`src/rtl/board_io_ctrl.sv`:
```
// Memory-mapped board I/O: synchronised switches, debounced push-buttons with sticky
// press events (write-1-to-clear), registered LED bank and a level interrupt.
module board_io_ctrl #(
    parameter int unsigned DATA_W     = 8,
    parameter int unsigned N_BTN      = 1,
    parameter int unsigned DEB_CYCLES = 4
) (
    input  logic              clk,
    input  logic              rst_n,
    input  logic [DATA_W-1:0] sw,
    input  logic [N_BTN-1:0]  btn,
    output logic [DATA_W-1:0] led,
    input  logic [1:0]        addr,
    input  logic              wr_en,
    input  logic              rd_en,
    input  logic [DATA_W-1:0] wdata,
    output logic [DATA_W-1:0] rdata,
    output logic              irq
);

    localparam int unsigned CNT_W = (DEB_CYCLES < 1) ? 1 : $clog2(DEB_CYCLES + 1);
    localparam logic [CNT_W-1:0] CNT_LAST = CNT_W'(DEB_CYCLES - 1);

    localparam logic [1:0] ADDR_SW  = 2'd0;
    localparam logic [1:0] ADDR_LED = 2'd1;
    localparam logic [1:0] ADDR_LVL = 2'd2;
    localparam logic [1:0] ADDR_EVT = 2'd3;

    logic [DATA_W-1:0] sw_meta_q, sw_s_q;
    logic [N_BTN-1:0]  btn_meta_q, btn_s_q;
    logic [N_BTN-1:0]  stable_q, stable_d;
    logic [N_BTN-1:0]  evt_q, evt_d;
    logic [N_BTN-1:0]  evt_clr, rise;
    logic [CNT_W-1:0]  cnt_q [N_BTN];
    logic [CNT_W-1:0]  cnt_d [N_BTN];
    logic [DATA_W-1:0] lvl_ext, evt_ext, rd_mux;

    // Counter tracks consecutive edges where the synchronised input disagrees with the
    // accepted state; the DEB_CYCLES-th disagreeing edge flips the state.
    always_comb begin
        stable_d = stable_q;
        for (int i = 0; i < int'(N_BTN); i++) begin
            cnt_d[i] = '0;
            if (btn_s_q[i] != stable_q[i]) begin
                if (cnt_q[i] == CNT_LAST) begin
                    stable_d[i] = ~stable_q[i];
                end else begin
                    cnt_d[i] = cnt_q[i] + 1'b1;
                end
            end
        end
        rise    = stable_d & ~stable_q;
        evt_clr = (wr_en && (addr == ADDR_EVT)) ? wdata[N_BTN-1:0] : '0;
        // A new press on the same edge as its clear keeps the flag set.
        evt_d   = (evt_q & ~evt_clr) | rise;
    end

    always_comb begin
        lvl_ext = '0;
        lvl_ext[N_BTN-1:0] = stable_q;
        evt_ext = '0;
        evt_ext[N_BTN-1:0] = evt_q;
        unique case (addr)
            ADDR_SW:  rd_mux = sw_s_q;
            ADDR_LED: rd_mux = led;
            ADDR_LVL: rd_mux = lvl_ext;
            ADDR_EVT: rd_mux = evt_ext;
            default:  rd_mux = '0;
        endcase
    end

    always_ff @(posedge clk) begin
        if (!rst_n) begin
            sw_meta_q  <= '0;
            sw_s_q     <= '0;
            btn_meta_q <= '0;
            btn_s_q    <= '0;
            stable_q   <= '0;
            evt_q      <= '0;
            led        <= '0;
            rdata      <= '0;
            irq        <= 1'b0;
            for (int i = 0; i < int'(N_BTN); i++) begin
                cnt_q[i] <= '0;
            end
        end else begin
            sw_meta_q  <= sw;
            sw_s_q     <= sw_meta_q;
            btn_meta_q <= btn;
            btn_s_q    <= btn_meta_q;
            stable_q   <= stable_d;
            evt_q      <= evt_d;
            for (int i = 0; i < int'(N_BTN); i++) begin
                cnt_q[i] <= cnt_d[i];
            end
            if (wr_en && (addr == ADDR_LED)) begin
                led <= wdata;
            end
            if (rd_en) begin
                rdata <= rd_mux;
            end
            irq <= |evt_q;
        end
    end

endmodule

```
`config.mk`:
```
export PLATFORM = sky130hd
export DESIGN_NAME = board_io_ctrl
export DESIGN_NICKNAME = d
export VERILOG_FILES = /design/src/rtl/board_io_ctrl.sv
export SDC_FILE = /design/constraint.sdc
export NUM_CORES = 1
export LEC_CHECK = 0
export CELL_PAD_IN_SITES_DETAIL_PLACEMENT = 1
export CELL_PAD_IN_SITES_GLOBAL_PLACEMENT = 2
export CORE_ASPECT_RATIO = 1.4
export CORE_MARGIN = 2
export CORE_UTILIZATION = 29
export DETAILED_ROUTE_END_ITERATION = 8
export HOLD_SLACK_MARGIN = 0.15
export PLACE_DENSITY_LB_ADDON = 0.15
export SKIP_CTS_REPAIR_TIMING = 1
export SYNTH_ARGS = -nofsm -noshare
export SYNTH_HDL_FRONTEND = slang
export SYNTH_SLANG_ARGS = --single-unit
```
`constraint.sdc`:
```
create_clock -name clk -period 1.59 [get_ports clk]
set_input_delay 0.318 -clock clk [delete_from_list [all_inputs] [get_ports clk]]
set_output_delay 0.318 -clock clk [all_outputs]
set_load 0.1 [all_outputs]
```
# --- After elaboration in Yosys (flattened, before gate mapping) ---
# Memories as Yosys holds them, arrays and structs flattened.
# Cells that the tools add are included.
totals:
  n_memories: 1
  register_bits: 37
  ram_bits: 3
  elab_cells: 35
  output_inout_bits: 17
  in_bits: 23
op_classes:
  bitwise_logic: 5
  n_eq_ne: 5
  reduce_logical: 4
  addsub: 1
  mux: 10
mem_list:
  columns: ["name", "words", "width", "read_ports", "rd_clocked_by_memory_dff", "wr", "line_no", "rtl"]
  rows:
  - ["cnt_q", 1, 3, 1, 0, 1, "34", "logic [CNT_W-1:0] cnt_q [N_BTN];"]
op_table:
  columns: ["op", "count"]
  rows:
  - ["$pmux 8 s4", 1]
  - ["$mux 3", 3]
  - ["$mux 1", 6]
  - ["$eq 2x2->1 const B", 2]
  - ["$add 3x1->3 const B", 1]
  - ["$eq 3x2->1 const B", 1]
  - ["$reduce_or 3->1", 1]
  - ["$and 1x1->1", 2]
  - ["$eq 2x1->1 const B", 1]
  - ["$logic_and 1x1->1", 2]
  - ["$logic_not 2->1", 1]
  - ["$not 1->1", 2]
  - ["$ne 1x1->1", 1]
  - ["$or 1x1->1", 1]

# --- Longest topological paths before layout ---
# Gate-level depths: netlist of the first run.
depth:
  depth_word: 6
  ltp_mapped: 5
  depth_no_buf: 5

# --- Least setup slack after synthesis of the first run ---
# OpenSTA, ideal clock, no wires.
synth_path:
  path_type: "register to register"
  from: "reg led[0]"
  to: "reg rdata[0]"
  slack_ps: 10
  setup_time_ps: 67
  period_less_slack_ps: 1580
  t_arrival_ps: 1514
  path_stages_with_launch: 4
  path_cell_list: "dfxtp_1 > mux4_2 > mux2i_1 > nor2b_1"
synth_between:
  elab_chain_len: 1
synth_lines:
  columns: ["item", "line_no", "rtl"]
  rows:
  - ["from (decl)", "12", "output logic [DATA_W-1:0] led,"]
  - ["from (signal assigned)", "97", "led <= wdata;"]
  - ["$pmux 8 s4", "63", "unique case (addr)"]
  - ["to (signal assigned)", "100", "rdata <= rd_mux;"]
  - ["to (decl)", "17", "output logic [DATA_W-1:0] rdata,"]
# Every way passes these cells.
# A chain may end at the register's enable or synchronous reset.

# --- Worst setup path in the final report of the first run ---
layout_path:
  from: "in addr[1]"
  to: "reg rdata[0]"
layout_between:
  elab_chain_len: 2
  elab_cells_between_ends: 5
  cone_classes: "3 x eq/ne; 1 x mux; 1 x reduce/logical"
layout_lines:
  columns: ["item", "line_no", "rtl"]
  rows:
  - ["from (decl)", "13", "input logic [1:0] addr,"]
  - ["$eq 2x2->1 (tied with other cells)", "63", null]
  - ["$pmux 8 s4 (*)", "63", null]
# Every way passes the cells marked *; elsewhere a longest branch is shown, timed or not.

==> impl_results.md, run 1 <==
* Cell taking the most area after synthesis: dfxtp_1
* Power Total at approximately 2000 uW
* CTS root buf: clkbuf_8
* Crit path max-delay family: multiplexers
* Max-cap violation count at 0
* Number of distinct library cells after synthesis at 18
* Min-delay worst type: flip-flop to flip-flop
* Fmax at 727 MHz
* Average cell area after synthesis at 11.0 sq um
* Routed wl met3 at 119 microns
* Net count reported at finish at 200
* Synth area leaders: dfxtp_1 56%, mux2i_1 12%, and2_1 11%, nor2b_1 4.4%, o22ai_1 3.1%
* WS Path Type: primary input to flip-flop
* Clock skew at 0.00336 ns
* Most common cell after layout, fill and taps aside: dfxtp_1
* Hold Slack at 0.426 ns
* Layout cells sized above 1 at a little under a fifth
* Share of the synthesized area in the top cell type at 55.8%
* Rows at 30
* CTS tree: done
* Synthesized instance count at 130
* Synth Area in XOR/XNOR at less than 1%
* Die Span X at 63.4 microns
* Gpl congestion at 0.650
* Area fraction in and, or, nand and nor cells after synthesis at 18.6%
* Slowest stage cell on the critical path: clkdlybuf4s50_1
* Crit end category: flip-flop
* Slew Viols, Final at 0
* Avg WL per Cell at 12.4 microns
* Filler cell count at 541
* Initial Utilization at between 20% and 30%
* Via count at 999
* Hold Vio Cnt, Final at 0
* DR WL met2 at 1600 microns
* # diodes at 0
* Gr ovfl total at 0
* YS warnings at 0
* Vias in the first global route at approximately 1100
* #FFs+latches synth at 40
* Initial DRT Pass Iterations at 4
* CP Max Fanout at 4
* Worst IR drop on VDD at between 0.5 and 0.6 mV
* Cell Count Post-Placement at 232
* Required time of the critical path at roughly 1.8 ns
* RSZ-0062 raised after global routing: false
* Tmin final at 1.38 ns
* Uppermost layer routed: met4
* Slew margin rel. at 78.2%
* HPWL Detailed at between 2000 and 2500 microns
* WL final at 2980 microns
* Number of I/O pins at 40
* ANT nets after route at 0
* Maximum number of pins on one net before global-route repair at 19
* Tcrit/Tclk final at 86.5%
* Htree depth at 2
* Area delta synth->final at 54.0%
* Final non-filler cell total at 240
* Worst skew pair latency at ~0.28 ns
* Worst-path clk slew at 0.07 ns
* CTS Buffer Depth at 2
* Adder-cell share of the synthesized area at 1.75%
* Post-synthesis sequential area ratio at 55.8%
* Crit path launch type: primary input
* CP Cell Sequence: clkdlybuf4s50_1 -> mux4_2 -> mux2i_1 -> nor2b_1
* Crit path DAT at 1.56 ns
* CP max stage delay at 0.54 ns
* Number of DRC markers in iteration 0 at 12
* R2r setup slk at 0.33 ns
* Clock sink count at 40
* GRT Util Overall at 12.4%
* Largest family of logic cells by synthesized area: simple AND/OR/NAND/NOR gates
* M1 wire length at around 1200 microns
* WP buf/inv at 1
* Status: finished, final reports clean
* Mux share of post-synthesis cell area at 13.4%
* Leakage at about 0.0009 uW
* Final setup viols at 0
* CTS buffer count at 5
* Drt via density at 4.16
* Mapped Area at ~1400 sq um
* Worst-Margin Slew at 0.326 ns
* Complex-gate fraction of the synthesized area at 3.66%
* Pwr dens at 904 nW/um^2
* Mapped Nets at 155
* First-pass GRT wire length at 5240 microns
* Core footprint at between 4000 and 5000 sq um
* IO Port Bufs at 39
* Die area at 5530 sq um
* Die Ht at a little under 90 microns
* Most frequent cells in the layout: 40 x dfxtp_1, 26 x and2_1, 22 x clkdlybuf4s50_1
* Initial antenna violation count at 0
* Post-route DRC at 0
[metrics by stage]
step	instance area, sq um	setup slack (ns)	utilization [%]	setup TNS [ns]
global route	2210	0.184	46.0	0
global placement	2110	-0.0572	44.0	-0.0904
detailed placement	2110	-0.0957	44.0	-0.234
CTS	2210	0.221	46.0	0
finish	2210	0.215	46.0	0
floorplan	1430	0.00972	-	0
[worst register-to-register path: stages (launching register included)]
cell     delay, ns
dfxtp_1       0.32
ha_1          0.19
ha_1          0.21
mux2i_1       0.15
nor2b_1       0.08
a22o_1        0.22
[kinds of logic after synthesis]
group                    Yosys count
AO/OA/AOI/OAI                      8
XOR/XNOR                           1
flip-flops                        40
buffers and inverters             18
adder cells (fa/ha/maj)            2
multiplexers                      18
AND/OR/NAND/NOR                   43
[cell usage after synthesis]
| cell type | instances |
|---|---|
| dfxtp_1 | 40 |
| and2_1 | 26 |
| mux2i_1 | 17 |
| inv_1 | 10 |
| nor2b_1 | 10 |
| o22ai_1 | 7 |
| clkbuf_1 | 4 |
| nor2_1 | 3 |
| buf_6 | 2 |
| ha_1 | 2 |
| nand3b_1 | 2 |
| a22o_1 | 1 |
| buf_2 | 1 |
| buf_4 | 1 |
| mux4_2 | 1 |
| nand2b_2 | 1 |
| nand4_1 | 1 |
| xor2_1 | 1 |
[cell type report]
class	count	area, sq um	area share (%)
flip-flops and latches	40	801	36.3
repair buffers	46	651	29.5
multi-input cells	72	546	24.7
clock buffers	7	86.3	3.91
well taps	64	80.1	3.63
inverters	10	37.5	1.70
clock inverters	1	7.51	0.340
[where the power goes]
part | switching, uW | internal (uW)
registers | 17.8 | 1030
clock network | 326 | 352
logic | 128 | 139
[final timing paths]
kind | cells after the start | end | start
worst min register to register | 1 | cnt_q[0][0] | cnt_q[0][0]
worst max register to register | 5 | evt_q | cnt_q[0][0]
worst min-delay path | 1 | cnt_q[0][0] | cnt_q[0][0]
worst max-delay path | 4 | rdata[0] | addr[1]
[per-layer routing]
| layer | up-vias | global-route usage (%) |
|---|---|---|
| li1 | 506 | - |
| met1 | 468 | 13.5 |
| met2 | 21 | 22.1 |
| met3 | 4 | 3.88 |
| met4 | 0 | 5.34 |
| met5 | - | 0 |
[state kept, by name (all words and copies together) (netlist names)]
signal,count
sw_s_q,8
btn_s_q,1
led,8
rdata,8
irq,1
sw_meta_q,8
stable_q,1
evt_q,1
cnt_q,3
btn_meta_q,1
No activity file was read; power rests on OpenSTA's default activity.
==> inputs of run 2 (changes only) <==
--- a/config.mk
+++ b/config.mk
@@ -14,4 +14,5 @@
 export HOLD_SLACK_MARGIN = 0.15
 export PLACE_DENSITY_LB_ADDON = 0.15
+export SETUP_SLACK_MARGIN = 0.02
 export SKIP_CTS_REPAIR_TIMING = 1
 export SYNTH_ARGS = -nofsm -noshare
==> constraint.sdc (replaced) <==
create_clock -name clk -period 1.59 [get_ports clk]
set_input_delay 0.3975 -clock clk [delete_from_list [all_inputs] [get_ports clk]]
set_output_delay 0.3975 -clock clk [all_outputs]
set_load 0.1 [all_outputs]
==> run 2 against run 1 <==
Compared with the run above: non-clock buffer count increased by 4; register-to-register slack about the same; sequential cell count unchanged; final cell count increased by 1.7%; sequential share of layout area about the same; critical path type unchanged; largest cell class unchanged; largest power group unchanged.
==> impl_results.md, run 2 (same netlist as run 1, synthesis figures left out) <==
* Worst-Margin Slew at 0.248 ns
* GRT Util Overall at 12.1%
* Layout cells sized above 1 at 20.6%
* Status: finished, final reports clean
* CTS root buf: clkbuf_8
* CP Max Fanout at 5
* Min-delay worst type: flip-flop to flip-flop
* Crit end category: flip-flop
* Gpl congestion at between 0.7 and 0.8
* Drt via density at 4.23
* Slew Viols, Final at 0
* Clock sink count at 40
* Gr ovfl total at 0
* Post-route DRC at 0
* Leakage at 0.000925 uW
* Net count reported at finish at 204
* Worst-path clk slew at 0.07 ns
* Slowest stage cell on the critical path: clkdlybuf4s50_1
* First-pass GRT wire length at 5150 microns
* Initial DRT Pass Iterations at 2
* Hold Slack at 0.433 ns
* Die Span X at 63.4 microns
* CTS tree: done
* WS Path Type: primary input to flip-flop
* # diodes at 0
* Pwr dens at 896 nW/um^2
* Slew margin rel. at 83.4%
* Clock skew at 0.00411 ns
* Cell Count Post-Placement at 236
* Via count at just over 1000
* Htree depth at 2
* Tcrit/Tclk final at 92.9%
* Initial antenna violation count at 0
* CTS buffer count at 5
* Tmin final at 1.48 ns
* Die Ht at between 80 and 90 microns
* Fin util at 46.1%
* Maximum number of pins on one net before global-route repair at 14
* Final non-filler cell total at about 240
* Crit path launch type: primary input
* Vias in the first global route at 1119
* HPWL Detailed at between 2000 and 2500 microns
* Max-cap violation count at 0
* ANT nets after route at 0
* Most frequent cells in the layout: 39 x dfxtp_1, 26 x and2_1, 21 x clkdlybuf4s50_1
* Most common cell after layout, fill and taps aside: dfxtp_1
* Die area at 5530 sq um
* Fmax at 677 MHz
* Final setup viols at 0
* Number of I/O pins at 40
* Number of DRC markers in iteration 0 at 10
* CTS Buffer Depth at 2
* Initial Utilization at 29.8%
* Avg WL per Cell at ~12 microns
* RSZ-0062 raised after global routing: false
* Required time of the critical path at about 1.8 ns
* CP max stage delay at 0.58 ns
* Area delta synth->final at 54.4%
* Worst IR drop on VDD at around 0.52 mV
* Worst skew pair latency at 0.28 ns
* CP Cell Sequence: clkdlybuf4s50_1 -> buf_4 -> mux4_2 -> mux2i_1 -> nor2b_1
* Crit path DAT at about 1.7 ns
* Hold Vio Cnt, Final at 0
* WL final at 2970 microns
* Rows at 30
* IO Port Bufs at 39
* Core footprint at 4800 sq um
[run 2: cell types whose count changed in the layout (fill, tap and decap cells not counted), sizes merged]
| cell | before | now |
|---|---|---|
| dlymetal6s2s | 0 | 1 |
| clkinvlp | 1 | 0 |
| buf | 24 | 28 |
| clkbuf | 7 | 8 |
| clkdlybuf4s50 | 22 | 21 |
[run 2: metrics by stage]
| stage | setup TNS (ns) | setup slack (ns) | power, uW | cell area (sq um) |
|---|---|---|---|---|
| 6_report | 0 | 0.113 | 1980 | 2210 |
| 5_1_grt | 0 | 0.0475 | 2080 | 2210 |
| 4_1_cts | 0 | 0.0675 | 2020 | 2210 |
| 3_5_place_dp | -2.25 | -0.235 | 1340 | 2120 |
| 3_3_place_gp | -1.65 | -0.148 | 1340 | 2120 |
| 2_1_floorplan | 0 | 0.170 | 1210 | 1440 |
[run 2: layer usage]
layer  wire [microns]  track usage [%]  vias to the layer above
met5                0                0                        -
met1             1080             12.0                      495
met3              103             3.62                        2
met4               28             4.74                        0
met2             1760             23.3                       21
li1                 -                -                      513
[run 2: report_power, final]
| group | leakage, uW | switching [uW] | internal, uW |
|---|---|---|---|
| combinational | 0.000552 | 126 | 137 |
| clock | 0.0000455 | 315 | 354 |
| sequential | 0.000327 | 18.1 | 1030 |
| total | 0.000925 | 459 | 1520 |
[run 2: final timing paths]
kind | from | depth (start not counted) | endpoint | slack (ns)
worst min-delay path | cnt_q[0][0] | 1 | cnt_q[0][0] | 0.43
worst min register to register | cnt_q[0][0] | 1 | cnt_q[0][0] | 0.43
worst max-delay path | addr[0] | 5 | rdata[0] | 0.11
worst max register to register | cnt_q[0][0] | 5 | evt_q | 0.33
[run 2: critical path: cells and delay by family]
family / cells / cell delay [ns]
simple gates: 1 / 0.06
mux: 2 / 0.45
buf+inv: 2 / 0.73
[run 2: cell type report]
class / instances / area [sq um]
multi-input cells: 72 / 546
fillers: 542 / 2590
well taps: 64 / 80.1
inverters: 10 / 37.5
flip-flops and latches: 40 / 802
clock buffers: 8 / 90.1
repair buffers: 50 / 658
